$ cat config.mk
export PLATFORM = sky130hd
export DESIGN_NAME = conv_encoder_framed
export DESIGN_NICKNAME = d
export VERILOG_FILES = /design/src/rtl/viterbi_pkg.sv /design/src/rtl/conv_codeword_gen.sv /design/src/rtl/conv_encoder_framed.sv
export SDC_FILE = /design/constraint.sdc
export NUM_CORES = 1
export LEC_CHECK = 0
export BUFFER_PORTS_ARGS = -buffer_cell sky130_fd_sc_hd__clkbuf_2
export CORE_AREA = 2 2 46 48
export DETAILED_ROUTE_END_ITERATION = 16
export DIE_AREA = 0 0 48 50
export GPL_TIMING_DRIVEN = 0
export MAX_ROUTING_LAYER = met4
export SLEW_MARGIN = 15
export SYNTH_ARGS = -nofsm -noshare
export SYNTH_HDL_FRONTEND = slang
export SYNTH_HIERARCHICAL = 1
export SYNTH_SLANG_ARGS = --single-unit
$ cat constraint.sdc
create_clock -name i_clk -period 3.8 [get_ports i_clk]
set_clock_uncertainty 0.2 [all_clocks]
set_input_delay 0.57 -clock i_clk [delete_from_list [all_inputs] [get_ports i_clk]]
set_output_delay 0.57 -clock i_clk [all_outputs]
set_load 0.005 [all_outputs]
$ cat src/rtl/viterbi_pkg.sv
// rtl/viterbi_pkg.sv - code parameters and encoder state shared by encoder and decoder
package viterbi_pkg;

    localparam int K = 3;
    localparam logic [K-1:0] G0 = 3'b111;
    localparam logic [K-1:0] G1 = 3'b101;
    localparam int CODE_W = 2;

    typedef enum logic [1:0] {
        IDLE,
        DATA,
        TAIL
    } enc_state_t;

endpackage

$ cat src/rtl/conv_codeword_gen.sv
// rtl/conv_codeword_gen.sv - combinational rate-1/2 code symbol from a K-bit window
module conv_codeword_gen #(
    parameter int K = viterbi_pkg::K,
    parameter logic [K-1:0] G0 = viterbi_pkg::G0,
    parameter logic [K-1:0] G1 = viterbi_pkg::G1
) (
    input  logic [K-1:0] window,
    output logic [1:0]   code
);

    // window MSB is the current bit; code = {c0, c1}
    assign code = {^(window & G0), ^(window & G1)};

endmodule

$ cat src/rtl/conv_encoder_framed.sv
// rtl/conv_encoder_framed.sv - framed convolutional encoder with zero-tail termination
module conv_encoder_framed #(
    parameter int K = viterbi_pkg::K,
    parameter logic [K-1:0] G0 = viterbi_pkg::G0,
    parameter logic [K-1:0] G1 = viterbi_pkg::G1,
    parameter int FRAME_LEN = 8
) (
    input  logic                            i_clk,
    input  logic                            i_rst_n,
    input  logic                            i_data,
    input  logic                            i_valid,
    output logic                            o_ready,
    output logic [viterbi_pkg::CODE_W-1:0]  o_code,
    output logic                            o_valid,
    input  logic                            i_ready,
    output logic                            o_first,
    output logic                            o_last
);

    import viterbi_pkg::*;

    localparam int BW = $clog2(FRAME_LEN + 1);
    localparam int TW = $clog2(K);

    enc_state_t state, state_d;
    logic [K-2:0]  sr;
    logic [BW-1:0] bit_cnt, bit_cnt_d;
    logic [TW-1:0] tail_cnt, tail_cnt_d;
    logic          first_d, last_d;

    logic          slot_free, accept, tail_emit, produce, u;
    logic [K-1:0]  window;
    logic [CODE_W-1:0] code;

    assign slot_free = !o_valid || i_ready;
    assign o_ready   = (state != TAIL) && slot_free;
    assign accept    = i_valid && o_ready;
    assign tail_emit = (state == TAIL) && slot_free;
    assign produce   = accept || tail_emit;
    assign u         = tail_emit ? 1'b0 : i_data;
    assign window    = {u, sr};

    conv_codeword_gen #(
        .K  (K),
        .G0 (G0),
        .G1 (G1)
    ) u_codeword_gen (
        .window (window),
        .code   (code)
    );

    always_comb begin
        state_d    = state;
        bit_cnt_d  = bit_cnt;
        tail_cnt_d = tail_cnt;
        first_d    = 1'b0;
        last_d     = 1'b0;
        case (state)
            IDLE, DATA: begin
                if (accept) begin
                    first_d   = (state == IDLE);
                    bit_cnt_d = bit_cnt + BW'(1);
                    state_d   = (bit_cnt == BW'(FRAME_LEN - 1)) ? TAIL : DATA;
                end
            end
            TAIL: begin
                if (tail_emit) begin
                    if (tail_cnt == TW'(K - 2)) begin
                        last_d     = 1'b1;
                        bit_cnt_d  = '0;
                        tail_cnt_d = '0;
                        state_d    = IDLE;
                    end else begin
                        tail_cnt_d = tail_cnt + TW'(1);
                    end
                end
            end
            default: state_d = IDLE;
        endcase
    end

    always_ff @(posedge i_clk or negedge i_rst_n) begin
        if (!i_rst_n) begin
            state    <= IDLE;
            bit_cnt  <= '0;
            tail_cnt <= '0;
        end else begin
            state    <= state_d;
            bit_cnt  <= bit_cnt_d;
            tail_cnt <= tail_cnt_d;
        end
    end

    // new sr is the window minus its oldest bit
    always_ff @(posedge i_clk or negedge i_rst_n) begin
        if (!i_rst_n) begin
            sr      <= '0;
            o_code  <= '0;
            o_valid <= 1'b0;
            o_first <= 1'b0;
            o_last  <= 1'b0;
        end else if (produce) begin
            sr      <= window[K-1:1];
            o_code  <= code;
            o_valid <= 1'b1;
            o_first <= first_d;
            o_last  <= last_d;
        end else if (slot_free) begin
            o_valid <= 1'b0;
            o_first <= 1'b0;
            o_last  <= 1'b0;
        end
    end

endmodule

==> results.yml <==
finish:
  stdcell_count: 104
  syn_to_final_growth_pct: 16.9
  fin_nets: 84
  fill_cells: 185
  antenna_cells: 0
  drive_gt1_frac: 0.325
worst_setup_path:
  start_kind: "flop"
  end_kind: "primary output"
  cp.arrival_ns: 1.22
  reg2regPathDepth: 5
  cp.required_ns: 3.03
  path_class: "flop to primary output"
  path_max_fanout: 5
yosys:
  synth_area_leaders: "dfrtp_1, mux2_2, nand2_1"
  ys_ff_latch: 15
  synth-edff-count: 0
  synth_common_cells: "dfrtp_1, nand2_1, mux2_2"
  netlist_instances: 62
  syn_nets: 68
  ys_types: 31
  synth_warnings: 6
  ys_seq_area_frac: 0.522
  async_flop_share: 1.00
  yosysTopAreaCell: "dfrtp_1"
  synth_top_area_frac: 0.522
  netlist_area_um2: 719
  syn_avg_cell_area_um2: 11.6
  yosysMostFrequentCell: "dfrtp_1"
  ys.flop_type: "dfrtp_1"
grt:
  grt_pass1_vias: 547
  overflow: 0
  grt_pass1_wl_um: 2240
  grt_max_degree: 16
  antenna_found_initial: 0
  grt_usage: 0.138
die:
  rows: 16
  core_area_um2: 1900
  die_y_um: 50
  io_pins: 11
  die_w_um: 48
  start_util: 0.378
  die_area_um2: 2400
placed_design:
  dp_cells: 99
  io_buffers: 10
  place_congestion: 0.747
  hpwl_um: 1040
clock_tree:
  cts_tree: "built"
  cts_max_path_buffers: 2
  root_buffer: "clkbuf_4"
  path_clk_slew_ns: 0.09
  numCtsBuffers: 3
  postCtsHoldBufs: 1
  clkSinkCount: 15
  htree_levels: 1
  clock_latency_ns: 0.28
  cts_setup_buffers: 0
  cts_resized: 0
sta:
  worst_pin_slew_ns: 0.375
  fmax_ghz: 0.503
  slew_viol_final: 0
  fin_crit_ns: 1.99
  whs_ns: 0.289
  finalSetupViolCount: 0
  rsz0062_at_grt: "no"
  setup-tns-final_ns: 0
  fin_crit_sh: 0.524
  final_hold_viol_count: 0
  relSlewSlack: 0.750
drt:
  drt_iter0_drc: 2
  vias: 509
  ant_nets: 0
  post_drt_wl_per_cell_um: 12.7
  drtPass1Iterations: 3
  wl_um: 1320
  viasPerCell: 4.89
  drc: 0
status:
  status: "completed"
min_path:
  hold_class: "flop to flop"
  hold_depth: 2
pwr:
  p_leak_uw: 0.000394
  p_per_area_nw_per_um2: 473
  worst_ir_drop_vdd_mv: 0.184
  power.total_uw: 398
run:
  maxCapViolations: 0
-- metrics by stage --
step / util / setup WS [ns] / instance area (µm²)
global placement: 0.422 / 1.78 / 803
global route: 0.442 / 1.70 / 841
floorplan: - / 1.94 / 719
finish: 0.442 / 1.81 / 841
detailed placement: 0.422 / 1.76 / 803
CTS: 0.442 / 1.77 / 841
-- layout by cell type, fill, tap and decap left out --
cell type,n
nor2_2,1
dfrtp_1,15
nor2b_1,2
ha_1,1
buf_2,1
clkbuf_2,10
o21ai_1,1
nand3b_1,2
nor3b_1,1
and3_4,1
o22ai_1,1
clkinv_2,1
a21oi_1,2
o21ai_0,2
xor2_1,1
nor3_1,2
and2b_4,1
clkbuf_4,3
a21o_1,3
o31ai_1,1
and2_1,1
nor3b_2,1
mux2_4,1
a31oi_1,1
nand2b_1,2
or3_1,1
nand3_1,1
o21ai_2,1
xor3_1,1
mux2_2,4
xnor2_1,1
inv_1,1
nand2_1,7
nor2_1,1
dlygate4sd3_1,1
-- path summary, 6_finish.rpt --
path,from,to,slack (ns)
setup reg to reg,state[1]$_DFFE_PN0P_,o_code[1]$_DFFE_PN0P_,2.04
hold / removal,o_first$_DFFE_PN0P_,o_first$_DFFE_PN0P_,0.29
min in group asynchronous,i_rst_n,o_last$_DFFE_PN0P_,0.53
hold reg to reg,o_first$_DFFE_PN0P_,o_first$_DFFE_PN0P_,0.29
max in group asynchronous,i_rst_n,o_code[1]$_DFFE_PN0P_,2.60
setup / recovery,o_valid$_DFFE_PN0P_,o_ready,1.81
-- per-layer routing --
layer  vias up  track usage  share of wire
met5         -            -              0
met2        11        0.227           0.50
li1        249            -              -
met3         4       0.0220          0.017
met4         0       0.0946          0.033
met1       245        0.141           0.45
-- cell families (layout without fill, tap and decap cells) --
logic type | Yosys count | after routing | synth area share
buffers and inverters | 2 | 17 | 0.0122
adder cells (fa/ha/maj) | 1 | 1 | 0.0174
AO/OA/AOI/OAI | 12 | 12 | 0.106
multiplexers | 5 | 5 | 0.0835
flip-flops | 15 | 15 | 0.522
XOR/XNOR | 3 | 3 | 0.0574
AND/OR/NAND/NOR | 24 | 24 | 0.202
-- power breakdown --
part / switching (µW) / internal, µW
Combinational: 37.1 / 52.8
Sequential: 24.9 / 192
Clock: 52.5 / 39.1
Total: 114 / 283
-- flip-flops by register name, summed over array words and instances (netlist names) --
signal / cells
bit_cnt: 4
o_code: 2
o_first: 1
o_last: 1
o_valid: 1
sr: 2
state: 2
tail_cnt: 2
-- final cells by class --
| class | instances | area [µm²] | area share |
|---|---|---|---|
| multi-input cells | 45 | 335 | 0.399 |
| repair buffers | 11 | 60.1 | 0.0714 |
| flip-flops and latches | 15 | 375 | 0.446 |
| clock buffers | 3 | 22.5 | 0.0268 |
| well taps | 27 | 33.8 | 0.0402 |
| clock inverters | 1 | 5.00 | 0.00595 |
| inverters | 1 | 3.75 | 0.00446 |
| plain buffers | 1 | 5.00 | 0.00595 |
-- worst max-delay path, stage by stage (launching register included) --
cell and delay [ns]:
dfrtp_1 0.38, nor2b_1 0.35, nor2_1 0.09, clkbuf_2 0.12
Note: power is estimated with default switching activity, not from simulation.
